**src/rtl/disp_pkg.sv**
```systemverilog
// ============================================================================
// Module  : disp_pkg
// Brief   : Shared constants and active-low 7-segment font for disp_scan.
// Revision: 1.0 - initial release
// ============================================================================
`default_nettype none

package disp_pkg;

    typedef logic [7:0] seg_t;

    localparam seg_t       SEG_OFF = 8'hFF;
    // Wide enough for the largest legal bank; slice to N_DIGITS at use.
    localparam logic [7:0] AN_OFF  = 8'hFF;

    // Active-low segments g..a; the point bit is supplied separately.
    function automatic logic [6:0] font(input logic [3:0] nib);
        logic [6:0] seg;
        seg = 7'h7F;
        case (nib)
            4'h0: seg = 7'h40;
            4'h1: seg = 7'h79;
            4'h2: seg = 7'h24;
            4'h3: seg = 7'h30;
            4'h4: seg = 7'h19;
            4'h5: seg = 7'h12;
            4'h6: seg = 7'h02;
            4'h7: seg = 7'h78;
            4'h8: seg = 7'h00;
            4'h9: seg = 7'h10;
            4'hA: seg = 7'h08;
            4'hB: seg = 7'h03;
            4'hC: seg = 7'h46;
            4'hD: seg = 7'h21;
            4'hE: seg = 7'h06;
            4'hF: seg = 7'h0E;
            default: seg = 7'h7F;
        endcase
        return seg;
    endfunction

endpackage

`default_nettype wire

```
**src/rtl/seg7_dec.sv**
```systemverilog
// ============================================================================
// Module  : seg7_dec
// Brief   : Combinational hex nibble to active-low a..g segment decoder.
// Revision: 1.0 - initial release
// ============================================================================
`default_nettype none

module seg7_dec
    import disp_pkg::*;
(
    input  logic [3:0] i_nibble,
    output logic [6:0] o_seg
);

    assign o_seg = font(i_nibble);

endmodule

`default_nettype wire

```
**src/rtl/disp_scan.sv**
```systemverilog
// ============================================================================
// Module  : disp_scan
// Brief   : Time-multiplexed common-anode 7-segment scanner with shadow load.
//           Define DISP_SCAN_LZB_EN to enable leading-zero blanking.
// Revision: 1.0 - initial release
// ============================================================================
`default_nettype none

module disp_scan
    import disp_pkg::*;
#(
    parameter int N_DIGITS = 4,
    parameter int SCAN_DIV = 1024
) (
    input  logic                  clk,
    input  logic                  rst_n,
    input  logic                  load,
    input  logic [4*N_DIGITS-1:0] hex,
    input  logic [N_DIGITS-1:0]   point,
    input  logic [N_DIGITS-1:0]   digit_en,
    output logic [N_DIGITS-1:0]   AN,
    output logic [7:0]            SEGMENT
);

    localparam int DIV_W = (SCAN_DIV > 2) ? $clog2(SCAN_DIV) : 1;
    localparam int IDX_W = (N_DIGITS > 1) ? $clog2(N_DIGITS) : 1;

    localparam logic [DIV_W-1:0]    c_DIV_LAST = DIV_W'(SCAN_DIV - 1);
    localparam logic [IDX_W-1:0]    c_IDX_LAST = IDX_W'(N_DIGITS - 1);
    localparam logic [N_DIGITS-1:0] c_AN_OFF   = AN_OFF[N_DIGITS-1:0];

    logic [4*N_DIGITS-1:0] r_hex;
    logic [N_DIGITS-1:0]   r_point;
    logic [N_DIGITS-1:0]   r_en;
    logic [DIV_W-1:0]      r_div;
    logic [IDX_W-1:0]      r_idx;

    logic [N_DIGITS-1:0]   w_blank;
    logic [3:0]            w_nib;
    logic                  w_pt;
    logic [6:0]            w_font;
    logic [N_DIGITS-1:0]   w_an_next;
    logic [7:0]            w_seg_next;

    always_ff @(posedge clk or negedge rst_n) begin
        if (!rst_n) begin
            r_hex   <= '0;
            r_point <= '0;
            r_en    <= '0;
        end else if (load) begin
            r_hex   <= hex;
            r_point <= point;
            r_en    <= digit_en;
        end
    end

    always_ff @(posedge clk or negedge rst_n) begin
        if (!rst_n) begin
            r_div <= '0;
            r_idx <= '0;
        end else if (r_div == c_DIV_LAST) begin
            r_div <= '0;
            r_idx <= (r_idx == c_IDX_LAST) ? '0 : r_idx + 1'b1;
        end else begin
            r_div <= r_div + 1'b1;
        end
    end

`ifdef DISP_SCAN_LZB_EN
    // A digit goes dark when it and every more-significant nibble are zero.
    for (genvar gi = 0; gi < N_DIGITS; gi++) begin : g_lzb
        if (gi == 0) begin : g_lsd
            assign w_blank[gi] = 1'b0;
        end else begin : g_upper
            assign w_blank[gi] = (r_hex[4*N_DIGITS-1:4*gi] == '0);
        end
    end
`else
    assign w_blank = '0;
`endif

    always_comb begin
        w_nib     = 4'h0;
        w_pt      = 1'b0;
        w_an_next = c_AN_OFF;
        for (int i = 0; i < N_DIGITS; i++) begin
            if (r_idx == IDX_W'(i)) begin
                w_nib = r_hex[4*i +: 4];
                w_pt  = r_point[i];
                if ((r_div != '0) && r_en[i] && !w_blank[i]) begin
                    w_an_next[i] = 1'b0;
                end
            end
        end
    end

    seg7_dec u_dec (
        .i_nibble (w_nib),
        .o_seg    (w_font)
    );

    always_comb begin
        w_seg_next = SEG_OFF;
        if (w_an_next != c_AN_OFF) begin
            w_seg_next = {~w_pt, w_font};
        end
    end

    always_ff @(posedge clk or negedge rst_n) begin
        if (!rst_n) begin
            AN      <= c_AN_OFF;
            SEGMENT <= SEG_OFF;
        end else begin
            AN      <= w_an_next;
            SEGMENT <= w_seg_next;
        end
    end

endmodule

`default_nettype wire

```
**config.mk**
```make
export PLATFORM = sky130hd
export DESIGN_NAME = disp_scan
export DESIGN_NICKNAME = d
export VERILOG_FILES = /design/src/rtl/disp_pkg.sv /design/src/rtl/seg7_dec.sv /design/src/rtl/disp_scan.sv
export SDC_FILE = /design/constraint.sdc
export NUM_CORES = 1
export LEC_CHECK = 0
export CORE_UTILIZATION = 50
export CTS_CLUSTER_DIAMETER = 30
export DETAILED_ROUTE_END_ITERATION = 10
export GPL_TIMING_DRIVEN = 0
export PLACE_DENSITY = 0.84
export SLEW_MARGIN = 20
export SYNTH_ARGS = -nofsm -noshare
export SYNTH_HDL_FRONTEND = slang
export SYNTH_SLANG_ARGS = --single-unit
```
**constraint.sdc**
```tcl
create_clock -name clk -period 3 [get_ports clk]
set_input_delay 0.6 -clock clk [delete_from_list [all_inputs] [get_ports clk]]
set_output_delay 0.6 -clock clk [all_outputs]
set_load 0.05 [all_outputs]
```
==> results of run 1 <==
[routing by layer]
metal | part of all wire (%) | vias to the layer above | GRT usage (%) | wire [um]
li1 | - | 775 | - | -
met3 | 3.4 | 10 | 4.13 | 151
met5 | 0 | - | 0 | 0
met4 | 2.0 | 0 | 7.33 | 90
met2 | 53 | 31 | 34.6 | 2370
met1 | 42 | 815 | 22.4 | 1860
[report_power, final]
group / internal [W] / leakage, nW / switching (W)
combinational: 0.000127 / 0.618 / 0.000152
clock: 0.000184 / 0.0510 / 0.000208
sequential: 0.000708 / 0.560 / 0.0000253
total: 0.00102 / 1.23 / 0.000386
[logic make-up after synthesis]
family / count (synthesis) / synth area share [%]
compound gates: 33 / 11.3
fa+ha+maj: 13 / 6.81
mux: 25 / 11.7
flops: 48 / 50.9
buf+inv: 17 / 4.09
simple gates: 51 / 12.5
xor+xnor: 7 / 2.57
[cells in the mapped netlist, types with 2 or more instances]
library cell  number  area share, %
dfrtp_1           36             38
xor2_1             4            1.5
o21ai_0            3           0.63
o31ai_1            2           0.63
a22oi_1            3           0.94
nand3_1           13            2.7
nand2b_1           2           0.52
buf_2              3           0.63
buf_6              4            1.9
xnor2_1            3            1.1
mux2_2            24             11
a211oi_2           2            1.0
nor2_1            10            1.6
dfstp_2           12             13
o21ai_1            4           0.84
inv_1              9            1.4
o221ai_1           5            1.8
a21oi_1            4           0.84
nand2_1           11            1.7
ha_1              13            6.8
nor2b_1            4            1.0
[cell type report]
class / count / area [um^2]
plain buffers: 8 / 63.8
clock buffers: 6 / 82.6
clock inverters: 2 / 10.0
fillers: 336 / 1540
inverters: 9 / 33.8
multi-input cells: 129 / 1070
flip-flops and latches: 48 / 1220
well taps: 52 / 65.1
repair buffers: 38 / 385
[metrics by stage]
stage | power, W | hold WS (ns)
after floorplan | 0.000918 | 0.304
after global placement | 0.00101 | 0.433
after detailed placement | 0.00103 | 0.440
after CTS | 0.00142 | 0.219
after global routing | 0.00147 | 0.231
final | 0.00141 | 0.212
[worst max-delay path: cells and delay by family, from the launching register on]
family,cells,cell delay (ns)
AO/OA/AOI/OAI,3,0.70
adder cells (fa/ha/maj),2,0.67
flip-flops,1,0.41
buffers and inverters,2,0.29
AND/OR/NAND/NOR,3,0.35
[cell usage in the layout, fill, tap and decap left out, types with 2 or more instances in the layout]
cell / synthesis / routed
a21oi_1: 4 / 4
o21ai_0: 3 / 3
mux2_2: 24 / 24
buf_6: 4 / 4
o31ai_1: 2 / 2
nor2_1: 10 / 10
o221ai_1: 5 / 5
nand3_1: 13 / 13
xnor2_1: 3 / 3
dfstp_2: 12 / 12
inv_1: 9 / 9
o21ai_1: 4 / 4
buf_2: 3 / 4
a211oi_2: 2 / 2
clkdlybuf4s50_1: 0 / 36
nand2_1: 11 / 11
clkinv_2: 0 / 2
nand2b_1: 2 / 2
nor2b_1: 4 / 4
clkbuf_8: 0 / 6
xor2_1: 4 / 4
ha_1: 13 / 13
dfrtp_1: 36 / 36
a22oi_1: 3 / 3
[worst max-delay path by stage]
| stage | endpoint | cells after the start | startpoint |
|---|---|---|---|
| 6_report | SEGMENT[1] | 10 | r_idx[0] |
| 5_1_grt | SEGMENT[1] | 10 | r_idx[0] |
| 4_1_cts | SEGMENT[1] | 10 | r_idx[0] |
| 3_5_place_dp | SEGMENT[1] | 10 | r_idx[0] |
| 3_3_place_gp | r_hex[9] | 1 | rst_n |
| 2_1_floorplan | SEGMENT[1] | 10 | r_idx[0] |
[state kept, by name, summed over array words and instances, names as in the netlist]
register  cells
AN            4
SEGMENT       8
r_div        10
r_en          4
r_hex        16
r_idx         2
r_point       4
==> metrics.yaml, run 1 <==
detailed_routing:
  ant_nets: 0
  finalWirelength_mm: 4.47
  drc: 3
  drtIter0Drc: 76
  via_count: 1631
  firstDrtPassIters: 7
  wire_per_inst_um: 15.3
  via_per_inst: 5.59
worst_setup_path:
  cp_data_arrival_time_ns: 2.73
  worst-setup-path-type: "flip-flop to flip-flop"
  cp-start-kind: "flip-flop"
  critical_path_required_ns: 3.24
  critPathSlowestCell: "dfrtp_1"
  r2r-end: "SEGMENT[1]"
  worstPathCellList: "inv_1 -> ha_1 -> nor2b_1 -> a22oi_1 -> a21oi_2 -> inv_1 -> ha_1 -> nor2_1 -> a211o_1 -> nand3_1"
  cpPeakStageDelay_ns: 0.41
  reg2reg_from: "r_idx[0]"
  cp_max_fo: 7
  ff2ff_path_depth: 10
  endpoint_kind: "flip-flop"
  rrSetupSlack_ns: 0.51
layout:
  num_antenna_cells: 0
  final_cell_area_um2: 2930
  fin_util_pct: 65.5
  fin_cells: 292
  layout-drive-gt1-share_pct: 27.5
  syn_to_final_growth_pct: 22.7
  nets: 279
logic_synthesis:
  ys.flop_type: "dfrtp_1"
  syn_avg_cell_area_um2: 12.3
  ys_types: 44
  synthesis.area_um2: 2390
  ys_ff_latch: 48
  synth-edff-count: 0
  async_reset_ff_share_pct: 100
  syn_nets: 234
  synth_seq_area_share_pct: 50.9
  netlist_instances: 194
  yosys_warnings: 0
global_routing:
  grt-ovfl-total: 0
  grt_pass1_wl_mm: 7.47
  grt_pass1_vias: 1659
  grt_max_degree: 33
  grt_usage_pct: 19.2
  antenna_found_initial: 0
floorplan:
  die_h_um: 71.1
  fp.dieW_um: 71.1
  coreArea_um2: 4470
  die_area_um2: 5060
  io-pin-count: 39
  rows: 24
  start_util_pct: 53.4
clock_network:
  cts_tree: "built"
  post_cts_buffers: 0
  cts_buffer_depth: 2
  cts_max_level: 2
  cts_buffers: 5
  clock-sinks: 48
  hold_buffers: 0
  cts-resized-gates: 0
  clkSlewWorstSetupHoldPaths_ns: 0.09
  clock_latency_ns: 0.30
  cts_root_buf: "clkbuf_8"
place:
  placed_area_um2: 2840
  portBuffers: 37
  globalplace.congestion: 0.811
  place_hpwl_mm: 3.30
  place_inst: 284
  pre_cts_ws_ns: 0.542
timing:
  fin_crit_sh_pct: 82.9
  fmax_mhz: 402
  period_needed_ns: 2.49
  report.final.setup_viol: 0
  finalSetupTns_ns: 0
  hold_viol: 0
  fin_ws_ns: 0.513
  finClkSkew_ns: 0.00584
  rsz0062_at_grt: "false"
  relSlewSlack_pct: 54.0
  tightest_slew_ns: 0.689
  final-max-slew-violation-count: 0
run_status:
  status: "finished, violations left"
  violations: "DRC"
min_path:
  hold_path.class: "input port to async pin"
power_and_ir_drop:
  p_leak_nw: 1.23
  p_per_area_nw_per_um2: 479
  irDropWorstVdd_uv: 218
run:
  maxCapViolations: 0
Note: power is estimated with default switching activity, not from simulation.
==> run 2, diff against run 1 <==
--- a/config.mk
+++ b/config.mk
@@ -5,11 +5,11 @@
 export SDC_FILE = /design/constraint.sdc
 export NUM_CORES = 1
 export LEC_CHECK = 0
-export CORE_UTILIZATION = 50
+export CORE_UTILIZATION = 48
 export CTS_CLUSTER_DIAMETER = 30
 export DETAILED_ROUTE_END_ITERATION = 10
 export GPL_TIMING_DRIVEN = 0
-export PLACE_DENSITY = 0.84
+export PLACE_DENSITY = 0.85
 export SLEW_MARGIN = 20
 export SYNTH_ARGS = -nofsm -noshare
 export SYNTH_HDL_FRONTEND = slang
==> constraint.sdc (replaced) <==
create_clock -name clk -period 2.2 [get_ports clk]
set_input_delay 0.44 -clock clk [delete_from_list [all_inputs] [get_ports clk]]
set_output_delay 0.44 -clock clk [all_outputs]
set_load 0.05 [all_outputs]
==> run 2 against run 1 <==
Compared with the run above:
- the flow now finishes without violations
- first-iteration DRC count is 37% lower
- setup slack worse by 0.48 ns
- largest power group unchanged
- total power up 37%
- critical endpoint is now SEGMENT[4]
- critical path depth is the same
==> metrics.yaml, run 2 (synthesis results as in run 1) <==
global_routing:
  grt-ovfl-total: 0
  grt_max_degree: 26
  grt_usage_pct: 18.9
  grt_pass1_vias: 1627
  grt_pass1_wl_mm: 7.56
  antenna_found_initial: 0
layout:
  fillers: 372
  top_register: "r_hex"
  syn_to_final_growth_pct: 31.0
  fin_util_pct: 65.8
  layout-drive-gt1-share_pct: 37.5
  final_common_cell: "clkdlybuf4s50_1"
  nets: 292
  reg_top3: "r_hex (16), r_div (10), SEGMENT (8)"
  num_antenna_cells: 0
  multi_input_area_um2: 1140
  register_area_um2: 1220
  largest_reg_flops: 16
  final_cell_area_um2: 3130
  layout_common_cells: "clkdlybuf4s50_1 (36), dfrtp_1 (34), mux2_2 (24)"
timing:
  finClkSkew_ns: 0.00745
  rsz0062_at_grt: "true"
  tightest_slew_ns: 0.663
  final-max-slew-violation-count: 0
  hold_viol: 0
  report.final.setup_viol: 0
  period_needed_ns: 2.16
  fmax_mhz: 463
  relSlewSlack_pct: 55.7
  fin_crit_sh_pct: 98.3
clock_network:
  cts_buffer_depth: 2
  cts_buffers: 5
  clkSlewWorstSetupHoldPaths_ns: 0.09
  cts_tree: "built"
  hold_buffers: 0
  clock_latency_ns: 0.30
  cts_root_buf: "clkbuf_8"
  clock-sinks: 48
  cts_max_level: 2
floorplan:
  rows: 25
  io-pin-count: 39
  die_h_um: 72.5
  die_area_um2: 5260
  coreArea_um2: 4750
  fp.dieW_um: 72.5
  start_util_pct: 50.2
worst_setup_path:
  critPathSlowestCell: "dfrtp_2"
  worst-setup-path-type: "flip-flop to flip-flop"
  endpoint_kind: "flip-flop"
  critical_path_required_ns: 2.37
  cp-start-kind: "flip-flop"
  cp_max_fo: 9
  reg2reg_from: "r_idx[1]"
  worstPathCellList: "inv_2 -> ha_2 -> buf_6 -> nand2_1 -> o211ai_1 -> o221ai_4 -> buf_4 -> ha_1 -> mux2i_1 -> o221ai_1"
  startpoint: "r_idx[1]"
  cpPeakStageDelay_ns: 0.45
  cp_data_arrival_time_ns: 2.34
place:
  place_hpwl_mm: 3.36
  globalplace.congestion: 0.841
  placed_area_um2: 2860
  portBuffers: 37
detailed_routing:
  via_per_inst: 5.33
  drtIter0Drc: 48
  ant_nets: 0
  via_count: 1707
  finalWirelength_mm: 4.92
  drc: 0
  wire_per_inst_um: 15.4
  firstDrtPassIters: 4
run:
  maxCapViolations: 0
run_status:
  status: "completed"
power_and_ir_drop:
  power_w: 0.00192
  p_leak_nw: 1.28
  p_per_area_nw_per_um2: 614
  irDropWorstVdd_uv: 331
min_path:
  hold_path.class: "input port to async pin"
==> run 2: critical path: cells and delay by family, from the launching register on <==
kind / cells / cell delay (ns)
flip-flops: 1 / 0.45
AND/OR/NAND/NOR: 1 / 0.06
AO/OA/AOI/OAI: 3 / 0.49
adder cells (fa/ha/maj): 2 / 0.42
buffers and inverters: 3 / 0.42
multiplexers: 1 / 0.19
==> run 2: cell type report <==
cell class                      count  share of cell area [%]
Buffer                              8                    2.04
Clock buffer                        6                    2.32
Clock inverter                      2                   0.400
Inverter                            9                    1.28
Multi-Input combinational cell    129                    36.6
Sequential cell                    48                    39.0
Tap cell                           67                    2.68
Timing Repair Buffer               51                    15.7
==> run 2: per-layer routing <==
layer / share of wire (%) / wire, um / vias to the layer above / GRT usage, %
met2: 52 / 2570 / 44 / 34.0
met3: 2.7 / 131 / 7 / 2.92
li1: - / - / 804 / -
met4: 1.4 / 68 / 0 / 5.88
met5: 0 / 0 / - / 0
met1: 44 / 2150 / 852 / 23.3
==> run 2: final timing paths <==
check                      slack (ns)    endpoint  cells after the start
hold / removal                   0.13   r_hex[11]                      1
setup / recovery                 0.04  SEGMENT[4]                     10
setup reg to reg                 0.04  SEGMENT[4]                     10
max in group asynchronous        1.48       AN[3]                      2
hold reg to reg                  0.46       AN[0]                      1
min in group clk                 0.46       AN[0]                      1
==> run 2: what timing repair did <==
action,4_1_cts,5_1_grt
endpoints found under the setup margin,7,6
buffers inserted,1,12
gates resized for setup,5,16
pin swaps,1,3
==> run 2: stage by stage <==
step,TNS (ns),std cells,setup WS [ns],hold slack [ns]
finish,0,320,0.0379,0.134
global route,-0.153,320,-0.0455,0.174
CTS,0,308,0.0157,0.144
detailed placement,-0.845,299,-0.252,0.439
global placement,-22.63,298,-0.581,0.425
floorplan,0,194,0.0438,0.144
==> run 2: power by group <==
group          internal, W  total [W]  leakage [nW]  switching (W)
clock             0.000222   0.000511        0.0412       0.000288
combinational     0.000189   0.000404         0.685       0.000215
sequential        0.000966    0.00101         0.557      0.0000400
==> run 3, diff against run 2 <==
--- a/config.mk
+++ b/config.mk
@@ -9,7 +9,7 @@
 export CTS_CLUSTER_DIAMETER = 30
 export DETAILED_ROUTE_END_ITERATION = 10
 export GPL_TIMING_DRIVEN = 0
-export PLACE_DENSITY = 0.85
+export PLACE_DENSITY = 0.76
 export SLEW_MARGIN = 20
 export SYNTH_ARGS = -nofsm -noshare
 export SYNTH_HDL_FRONTEND = slang
==> run 3 against run 2 <==
Compared with the run above:
- final area fell by 2.3%
- die area stayed put
- via count down 3.5%
- register-to-register slack better by 0.06 ns
- flip-flop and latch count unchanged
- count of clock-buffer cells in the layout is 1 higher
- critical path depth up 2
- final cell count down 1.6%
- wire length is 9.9% lower
- global-route usage is 0.57 points lower
==> metrics.yaml, run 3 (synthesis results as in run 1) <==
run_status:
  status: "completed"
worst_setup_path:
  reg2reg_from: "r_idx[1]"
  endpoint_kind: "flip-flop"
  cp_data_arrival_time_ns: 2.28
  worst-setup-path-type: "flip-flop to flip-flop"
  critical_path_required_ns: 2.38
  startpoint: "r_idx[1]"
  cp_max_fo: 9
  cp-start-kind: "flip-flop"
layout:
  largest_reg_flops: 16
  num_antenna_cells: 0
  reg_top3: "r_hex (16), r_div (10), SEGMENT (8)"
  nets: 287
  layout_common_cells: "clkdlybuf4s50_1 (36), dfrtp_1 (36), mux2_2 (24)"
  layout-drive-gt1-share_pct: 35.1
  top_register: "r_hex"
  syn_to_final_growth_pct: 27.9
floorplan:
  die_h_um: 72.5
  coreArea_um2: 4750
  start_util_pct: 50.2
  die_area_um2: 5260
  io-pin-count: 39
  fp.dieW_um: 72.5
  rows: 25
timing:
  tightest_slew_ns: 0.729
  fin_crit_sh_pct: 95.7
  fmax_mhz: 475
  finClkSkew_ns: 0.00731
  holdWs_ns: 0.0383
  relSlewSlack_pct: 51.3
  period_needed_ns: 2.10
  final-max-slew-violation-count: 0
  report.final.setup_viol: 0
  hold_viol: 0
detailed_routing:
  wl_met3_um: 171
  via_count: 1648
  firstDrtPassIters: 4
  ant_nets: 0
  wire_per_inst_um: 14.1
  drtIter0Drc: 59
  drc: 0
  topRoutingLayerUsed: "met4"
  via_per_inst: 5.23
  routed-wl-met2_mm: 2.22
  wl_met1_mm: 1.96
  finalWirelength_mm: 4.43
global_routing:
  grt_usage_pct: 18.3
  grt_pass1_vias: 1543
  grt_pass1_wl_mm: 7.21
  grt-ovfl-total: 0
  grt_max_degree: 34
  antenna_found_initial: 0
power_and_ir_drop:
  p_leak_nw: 1.26
  irDropWorstVdd_uv: 410
  power_w: 0.00189
  p_per_area_nw_per_um2: 618
clock_network:
  cts_buffer_depth: 2
  clock_latency_ns: 0.30
  cts_buffers: 5
  hold_buffers: 0
  clock-sinks: 48
  clkSlewWorstSetupHoldPaths_ns: 0.08
  cts_root_buf: "clkbuf_8"
  cts_tree: "built"
  cts_max_level: 2
place:
  globalplace.congestion: 0.810
  portBuffers: 37
  place_hpwl_mm: 3.02
run:
  maxCapViolations: 0
min_path:
  hold_path.class: "input port to async pin"
-- run 3: power breakdown --
part           internal, W  switching [W]
Combinational     0.000185       0.000209
Clock             0.000223       0.000269
Sequential        0.000966      0.0000367
Total              0.00137       0.000515
-- run 3: layout make-up --
cell class | instances | area (um^2)
buffer | 8 | 63.8
clock buffer | 7 | 76.3
clock inverter | 1 | 5.00
fill | 385 | 1700
inverter | 9 | 33.8
multi-input combinational | 129 | 1130
sequential | 48 | 1220
tap | 67 | 83.8
timing repair buffer | 46 | 445
-- run 3: metal layers --
| metal | GRT usage, % | vias up |
|---|---|---|
| li1 | - | 791 |
| met5 | 0 | - |
| met1 | 23.4 | 819 |
| met4 | 7.19 | 0 |
| met3 | 5.42 | 10 |
| met2 | 29.3 | 28 |
-- run 3: final timing paths --
kind | endpoint | slack (ns) | depth (start not counted)
hold / removal | r_point[2] | 0.04 | 1
max in group asynchronous | AN[1] | 1.61 | 2
hold reg to reg | AN[0] | 0.46 | 1
min in group clk | AN[0] | 0.46 | 1
setup / recovery | SEGMENT[6] | 0.1 | 12
setup reg to reg | SEGMENT[6] | 0.1 | 12
-- run 3: what timing repair did --
item | in CTS | in global routing
setup buffers | 1 | 7
setup endpoints to repair | 7 | 6
resized for setup | 3 | 14
pin swaps | 1 | 4
-- run 3: critical path, stage by stage (launching register included) --
cell      delay [ns]
dfrtp_1         0.41
buf_4           0.15
ha_1            0.19
buf_6           0.15
nor2_4          0.12
o211ai_1        0.15
o221ai_4        0.13
inv_2           0.11
ha_2            0.20
inv_2           0.07
nor2_2          0.05
a21oi_1         0.12
o221ai_1        0.13
-- run 3: through the flow --
step / instances / util, % / TNS [ns] / instance area (um^2) / worst slack, ns
2_1_floorplan: 194 / - / 0 / 2390 / 0.0438
3_3_place_gp: 298 / 59.8 / -22.82 / 2840 / -0.581
3_5_place_dp: 299 / 60.1 / -0.767 / 2860 / -0.247
4_1_cts: 308 / 62.1 / 0 / 2950 / 0.00989
5_1_grt: 315 / 64.2 / -0.117 / 3050 / -0.0494
6_report: 315 / 64.2 / 0 / 3050 / 0.0950
